==> config.mk <==
export PLATFORM = sky130hd
export DESIGN_NAME = fifo_rd_packer
export DESIGN_NICKNAME = d
export VERILOG_FILES = /design/src/rtl/fifo_pkg.sv /design/src/rtl/fifo_rd_packer_slot.sv /design/src/rtl/fifo_rd_packer.sv
export SDC_FILE = /design/constraint.sdc
export NUM_CORES = 1
export LEC_CHECK = 0
export CAP_MARGIN = 20
export CORE_ASPECT_RATIO = 2
export CORE_MARGIN = 1.5
export CORE_UTILIZATION = 45
export DETAILED_ROUTE_END_ITERATION = 10
export PLACE_DENSITY = 0.65
export SYNTH_ARGS = -nofsm -noshare
export SYNTH_HDL_FRONTEND = slang
export SYNTH_SLANG_ARGS = --single-unit
==> constraint.sdc <==
create_clock -name rclk -period 2.35 [get_ports rclk]
set_input_delay 0.705 -clock rclk [delete_from_list [all_inputs] [get_ports rclk]]
set_output_delay 0.705 -clock rclk [all_outputs]
set_load 0.02 [all_outputs]
==> src/rtl/fifo_pkg.sv <==
// fifo_pkg: shared definitions for the FIFO read-side packer.
//   FIFO_DSIZE      - default FIFO entry width in bits
//   rd_pack_state_t - packer FSM state (S_FILL accumulates, S_FLUSH closes a partial word)
//   keep_mask()     - low-order mask with 'cnt' bits set, used as lane keep bits
package fifo_pkg;

    localparam int FIFO_DSIZE = 8;

    typedef enum logic [0:0] {
        S_FILL  = 1'b0,
        S_FLUSH = 1'b1
    } rd_pack_state_t;

    // Mask of 'cnt' contiguous ones starting at bit 0; saturates at 32 lanes.
    function automatic logic [31:0] keep_mask(input int unsigned cnt);
        logic [31:0] mask_v;
        if (cnt >= 32'd32) begin
            mask_v = 32'hFFFF_FFFF;
        end else begin
            mask_v = (32'd1 << cnt) - 32'd1;
        end
        return mask_v;
    endfunction

endpackage

==> src/rtl/fifo_rd_packer_slot.sv <==
// pack_out_slot: one-entry output register for the packed wide stream.
// Ports:
//   rclk, rrst          - read-domain clock, synchronous active-high reset
//   load                - capture load_data/load_keep this edge (only when slot_free)
//   load_data/load_keep - word and lane-keep bits to present downstream
//   m_ready             - downstream accept
//   m_valid/m_data/m_keep - registered output word
//   slot_free           - slot can accept a load this cycle (empty or draining)
module pack_out_slot #(
    parameter int OSIZE = 32,
    parameter int PACK  = 4
) (
    input  logic             rclk,
    input  logic             rrst,
    input  logic             load,
    input  logic [OSIZE-1:0] load_data,
    input  logic [PACK-1:0]  load_keep,
    input  logic             m_ready,
    output logic             m_valid,
    output logic [OSIZE-1:0] m_data,
    output logic [PACK-1:0]  m_keep,
    output logic             slot_free
);

    logic             valid_r;
    logic [OSIZE-1:0] data_r;
    logic [PACK-1:0]  keep_r;

    // A held word may be replaced in the same cycle it is accepted downstream.
    assign slot_free = !valid_r || m_ready;

    // Output register: load wins over drain; data/keep only change on a load.
    always_ff @(posedge rclk) begin
        if (rrst) begin
            valid_r <= 1'b0;
            data_r  <= {OSIZE{1'b0}};
            keep_r  <= {PACK{1'b0}};
        end else if (load) begin
            valid_r <= 1'b1;
            data_r  <= load_data;
            keep_r  <= load_keep;
        end else if (valid_r && m_ready) begin
            valid_r <= 1'b0;
        end
    end

    assign m_valid = valid_r;
    assign m_data  = data_r;
    assign m_keep  = keep_r;

endmodule

==> src/rtl/fifo_rd_packer.sv <==
// fifo_rd_packer: drains DSIZE-wide entries from a first-word-fall-through FIFO
// and packs PACK consecutive entries into one wide word with per-lane keep bits.
// A flush pulse closes a partially filled word early (empty words never emitted).
// Ports:
//   rclk, rrst  - read-domain clock, synchronous active-high reset
//   rdata       - FIFO head entry, valid while rempty=0
//   rempty      - FIFO empty flag
//   r_valid     - pop strobe to the FIFO (combinational, never set in reset or when empty)
//   flush       - single-cycle request to emit the current partial word
//   m_data      - packed word, entry 0 in the LSBs
//   m_keep      - lane i holds data when bit i is set
//   m_valid     - output word valid
//   m_ready     - downstream accept
module fifo_rd_packer
    import fifo_pkg::*;
#(
    parameter int DSIZE = FIFO_DSIZE,
    parameter int PACK  = 4,
    parameter int OSIZE = DSIZE * PACK
) (
    input  logic             rclk,
    input  logic             rrst,
    input  logic [DSIZE-1:0] rdata,
    input  logic             rempty,
    output logic             r_valid,
    input  logic             flush,
    output logic [OSIZE-1:0] m_data,
    output logic [PACK-1:0]  m_keep,
    output logic             m_valid,
    input  logic             m_ready
);

    localparam int CW = (PACK > 1) ? $clog2(PACK) : 1;
    localparam logic [CW-1:0] LAST_CNT = CW'(PACK - 1);
    localparam logic [CW-1:0] CNT_ONE  = CW'(32'd1);
    localparam logic [CW-1:0] CNT_ZERO = {CW{1'b0}};

    rd_pack_state_t   state_r;
    rd_pack_state_t   next_state_s;
    logic [CW-1:0]    cnt_r;
    logic [OSIZE-1:0] acc_r;
    logic             slot_free_s;
    logic             last_lane_s;
    logic             pop_s;
    logic             flush_load_s;
    logic [OSIZE-1:0] full_word_s;
    logic             load_s;
    logic [OSIZE-1:0] load_data_s;
    logic [PACK-1:0]  load_keep_s;

    assign last_lane_s  = (cnt_r == LAST_CNT);
    assign flush_load_s = (state_r == S_FLUSH) && (cnt_r != CNT_ZERO) && slot_free_s;

    // Pop decision: the final lane may only be taken when the slot can accept the word.
    always_comb begin
        pop_s = 1'b0;
        if (rrst) begin
            pop_s = 1'b0;
        end else if (state_r == S_FILL) begin
            pop_s = !rempty && (!last_lane_s || slot_free_s);
        end else begin
            pop_s = 1'b0;
        end
    end

    assign r_valid = pop_s;

    // Accumulator with the current head merged into lane cnt (word completed by a pop).
    always_comb begin
        full_word_s = acc_r;
        full_word_s[int'(cnt_r) * DSIZE +: DSIZE] = rdata;
    end

    // Output-slot load: a completing pop fills all lanes; a flush emits only filled lanes.
    always_comb begin
        load_s      = 1'b0;
        load_data_s = {OSIZE{1'b0}};
        load_keep_s = {PACK{1'b0}};
        if (pop_s && last_lane_s) begin
            load_s      = 1'b1;
            load_data_s = full_word_s;
            load_keep_s = {PACK{1'b1}};
        end else if (flush_load_s) begin
            load_s      = 1'b1;
            load_data_s = acc_r;
            load_keep_s = PACK'(keep_mask(32'(cnt_r)));
        end else begin
            load_s      = 1'b0;
        end
    end

    // Next-state: flush while filling is latched; flush while flushing is ignored.
    always_comb begin
        next_state_s = state_r;
        case (state_r)
            S_FILL: begin
                if (flush) begin
                    next_state_s = S_FLUSH;
                end else begin
                    next_state_s = S_FILL;
                end
            end
            S_FLUSH: begin
                if (cnt_r == CNT_ZERO) begin
                    next_state_s = S_FILL;
                end else if (slot_free_s) begin
                    next_state_s = S_FILL;
                end else begin
                    next_state_s = S_FLUSH;
                end
            end
            default: begin
                next_state_s = S_FILL;
            end
        endcase
    end

    // FSM state register.
    always_ff @(posedge rclk) begin
        if (rrst) begin
            state_r <= S_FILL;
        end else begin
            state_r <= next_state_s;
        end
    end

    // Fill counter and lane accumulator; cleared whenever a word leaves for the slot.
    always_ff @(posedge rclk) begin
        if (rrst) begin
            cnt_r <= CNT_ZERO;
            acc_r <= {OSIZE{1'b0}};
        end else if (pop_s) begin
            if (last_lane_s) begin
                cnt_r <= CNT_ZERO;
                acc_r <= {OSIZE{1'b0}};
            end else begin
                acc_r[int'(cnt_r) * DSIZE +: DSIZE] <= rdata;
                cnt_r <= cnt_r + CNT_ONE;
            end
        end else if (flush_load_s) begin
            cnt_r <= CNT_ZERO;
            acc_r <= {OSIZE{1'b0}};
        end
    end

    pack_out_slot #(
        .OSIZE (OSIZE),
        .PACK  (PACK)
    ) u_slot (
        .rclk      (rclk),
        .rrst      (rrst),
        .load      (load_s),
        .load_data (load_data_s),
        .load_keep (load_keep_s),
        .m_ready   (m_ready),
        .m_valid   (m_valid),
        .m_data    (m_data),
        .m_keep    (m_keep),
        .slot_free (slot_free_s)
    );

endmodule

# ---- Yosys cells after proc, flatten, opt, wreduce, memory -nomap -nowiden
# Index checks and enable logic that the tools add are counted.
dict set report word_totals {
  ff_bits 72
  input_bits 13
  word_cells 49
}
dict set report op_classes {
  add_sub_neg 3
  eq_ne 1
  shift 3
  n_mux 21
  n_bitwise 1
  reduce_logical 14
}
# op count
set op_table {}
lappend op_table {{32-bit two-way mux} 5}
lappend op_table {{5-bit negation with 33-bit output} 1}
lappend op_table {{8-bit by 33-bit variable shift with 32-bit output (first input constant)} 1}
lappend op_table {{8-bit by 33-bit variable part select with 32-bit output} 1}
lappend op_table {{32-bit bitwise mux} 1}
lappend op_table {{1-bit two-way mux} 9}
lappend op_table {{4-bit two-way mux} 2}
lappend op_table {{2-bit two-way mux} 3}
lappend op_table {{2-bit nonzero test} 3}
lappend op_table {{1-bit logical AND} 5}
lappend op_table {{1-bit by 2-bit left shift with 4-bit output (first input constant)} 1}
lappend op_table {{4-bit by 1-bit subtractor with 4-bit output (second input constant)} 1}
lappend op_table {{1-bit logical NOT} 3}
lappend op_table {{2-bit by 1-bit adder with 2-bit output (second input constant)} 1}
lappend op_table {{2-bit equality test (second input constant)} 1}
lappend op_table {{2-bit logical NOT} 1}
lappend op_table {{1-bit logical OR} 2}
lappend op_table {{1-bit case mux with 2 select lines} 1}
lappend op_table {{1-bit NOT} 1}

# ---- Depth between registers and ports, before layout
dict set report depth {
  ltp_word 9
  ltp_mapped 8
}

# ---- Modules after synthesis
# From an unflattened synthesis, not the netlist that was laid out.
dict set report hier_totals {
  cells_unflattened 361
  hier_area_um2 3552.2
}
# module n_inst cells_each area_per_inst_um2 seq_area_each_um2
set modules_own_cells {}
lappend modules_own_cells {fifo_rd_packer 1 241 2210.9 700.7}
lappend modules_own_cells {pack_out_slot 1 120 1341.3 740.7}

# ---- Least setup slack after synthesis
# OpenSTA, ideal clock, no wires.
dict set report synth_timing {
  path_kind {input to output}
  start {in rrst}
  end {out r_valid}
  arrival_ns 1.694
  path_slack_ns -0.049
  path_stages 4
  path_buffers 2
  cell_sequence {buf_6 or3_1 buf_6 nor2_1}
}
dict set report synth_between {
  elab_chain_cells 1
}
# element line
set synth_lines {}
lappend synth_lines {{from (decl)} fifo_rd_packer.sv:22} ;# input logic rrst,
lappend synth_lines {{1-bit two-way mux} fifo_rd_packer.sv:57} ;# if (rrst) begin
lappend synth_lines {{to (decl)} fifo_rd_packer.sv:25} ;# output logic r_valid,
# Every way passes these cells.

# ---- Final worst setup path
dict set report layout_timing {
  start {in rempty}
  end {out r_valid}
}
dict set report layout_between {
  elab_chain_cells 4
}
# element line
set layout_lines {}
lappend layout_lines {{from (decl)} fifo_rd_packer.sv:24} ;# input logic rempty,
lappend layout_lines {{1-bit logical NOT} fifo_rd_packer.sv:60} ;# pop_s = !rempty && (!last_lane_s || slot_free_s);
lappend layout_lines {{1-bit logical AND} fifo_rd_packer.sv:60}
lappend layout_lines {{1-bit two-way mux} fifo_rd_packer.sv:59} ;# end else if (state_r == S_FILL) begin
lappend layout_lines {{1-bit two-way mux} fifo_rd_packer.sv:57}
# Every way passes these cells.

==> summary.txt <==
Worst-path clk slew = 0.05 ns
Syn-to-layout area delta = 34.0%
reg-to-reg slack, setup = 0.22 ns
Final Hold Vio Count = 0
crit share post-route = 0.985
VDD IR-drop max = 0.551 mV
fmax = 0.432 GHz
Antenna Nets Post-Route = 0
layout cells sized above 1 = 0.145
Post-Syn Nets = 370
final setup fails = 0
grt ovf = 0
CP required = 1.64 ns
P_leak = 1.53 nW
# nets final = 437
Initial Util = 0.468
detailed-route wire length = 9.01 mm
die area = 7480 um^2
via count = 2971
Post-Syn Area per Cell = 8.93 um^2
routability cong. = 0.882
vias in the first global route = 2807
drt first-iter violations = 213
commonest non-fill, non-tap cell in the layout = dfxtp_1
largest cells by area after synthesis = dfxtp_1, nand3_1, a22o_1, o21ai_0, a31oi_1
# DRC = 0
RR Startpoint = cnt_r[0]
width of the die = 61.9 um
synth unique cells = 37
H-Tree Depth = 3
CTS Hold Bufs = 0
worst hold endpoint = acc_r[29]
main flop type after synthesis = dfxtp_1
Synth area leader = dfxtp_1
number of synthesized flops with an enable pin = 0
port bufs = 50
Final Max Tran Viols = 0
core area = 6670 um^2
Final min period = 2.31 ns
footprint of the multi-input gates = 1550 um^2
type of the worst min-delay path = reg2reg
fillcell total = 620
Seq cells post-synth = 72
Rel. slew slack = 0.600
WS Path Type = in2out
CTS tree = done
CTS Buffer Depth = 2
Power Total = 2.74 mW
io pins = 51
most frequent cells in the layout = dfxtp_1, nand3_1, clkdlybuf4s50_1, buf_4, nand2_1
Antenna Cells = 0
Synth top area share = 0.461
R2R depth = 8
fin worst setup slack = 0.0354 ns
Place WS = -0.635 ns
hpwl dp = 6.28 mm
CTS Buf Count = 9
initial antenna violation count = 0
Mapped Area = 3130 um^2
Power Density = 654 nW/um^2
startpoint types = primary input
Post-CTS Repair Setup Buffers = 0
Hold Crit Start = acc_r[29]
worst hold stages = 1
sequential area share after synthesis = 0.461
Via-to-Cell Ratio = 5.85
FF/Latch Area = 1440 um^2
Worst EP arrival = 1.61 ns
total track usage = 0.254
RSZ-0062 raised after global routing = no
Slew @ Worst Pin = 0.600 ns
placed insts = 494
Clock Sinks = 72
largest net degree at the start of global routing = 55
Synth async-reset ratio = 0
Post-Layout Cell Count = 508
Clock Skew = 0.00740 ns
Setup crit end kind = output pin
Yosys warnings = 0
max-cap viol count = 0
Clock Root Buffer = clkbuf_16
status = finished clean
Die H = 121 um
TritonRoute pass-1 iters = 4
Max FO, Critical Path = 2
synthesized instance count = 350
worst flop-to-flop path endpoint = u_slot.m_data[14]
first-pass GRT wire length = 13.9 mm
Site Rows = 42
clk_lat worst skew = 0.33 ns
wire per inst = 17.7 um
[cell usage after synthesis, drive strengths merged, types with 2 or more instances]
master,n
a21o,7
a21oi,13
a22o,23
a22oi,10
a311oi,10
a31oi,17
and2,10
and3,3
buf,11
clkbuf,19
dfxtp,72
ha,7
inv,3
nand2,25
nand2b,2
nand3,47
nor2,25
nor2b,3
nor3,3
nor4b,2
o21ai,24
o22ai,3
or3,2
[worst max-delay path: stages]
cell           delay (ns)
dlygate4sd2_1        0.25
or3_4                0.42
nor2_4               0.11
buf_6                0.12
[repair_timing]
| item | 4_1_cts | 5_1_grt |
|---|---|---|
| resized for setup | 11 | 2 |
| setup endpoints to repair | 1 | 8 |
| pin swaps | 2 | 0 |
[registers in the layout, indices dropped and copies added, names as in the netlist]
signal	count
acc_r	32
cnt_r	2
state_r	1
u_slot.m_data	32
u_slot.m_keep	4
u_slot.m_valid	1
[kinds of logic after synthesis]
kind of cell / synth area share
flops: 0.461
buf+inv: 0.0488
mux: 0.00360
xor+xnor: 0.00280
simple gates: 0.212
compound gates: 0.243
fa+ha+maj: 0.0280
[metal layers]
metal,share of wire,global-route usage,wire [um]
met5,0,0,0
met4,0.044,0.153,396
met3,0.034,0.0448,304
met2,0.53,0.422,4760
met1,0.39,0.286,3550
[stage by stage]
step	utilization	hold WS (ns)	area, um^2	TNS [ns]
2_1_floorplan	-	0.429	3130	0
3_3_place_gp	0.584	0.443	3900	-5.10
3_5_place_dp	0.584	0.449	3900	-5.65
4_1_cts	0.626	0.463	4180	0
5_1_grt	0.627	0.480	4190	0
6_report	0.627	0.463	4190	0
[how the worst max path moves through the flow]
stage | from | end | slack, ns
floorplan | rrst | r_valid | 0.06
global placement | rempty | r_valid | -0.63
detailed placement | rempty | r_valid | -0.63
CTS | rempty | r_valid | 0.04
global route | rempty | r_valid | 0.02
finish | rempty | r_valid | 0.04
[where the power goes]
group	switching [mW]	leakage, nW	internal, mW	total, mW
Sequential	0.00710	0.581	1.23	1.24
Clock	0.461	0.130	0.810	1.27
Combinational	0.135	0.823	0.0905	0.225
Total	0.603	1.53	2.13	2.74
[layout make-up]
class                   instances  area share
well taps                      88      0.0263
inverters                       3     0.00269
multi-input cells             245       0.371
clock buffers                  13      0.0574
repair buffers                 86       0.192
flip-flops and latches         72       0.344
clock inverters                 1     0.00717
(Power assumes the default switching activity.)
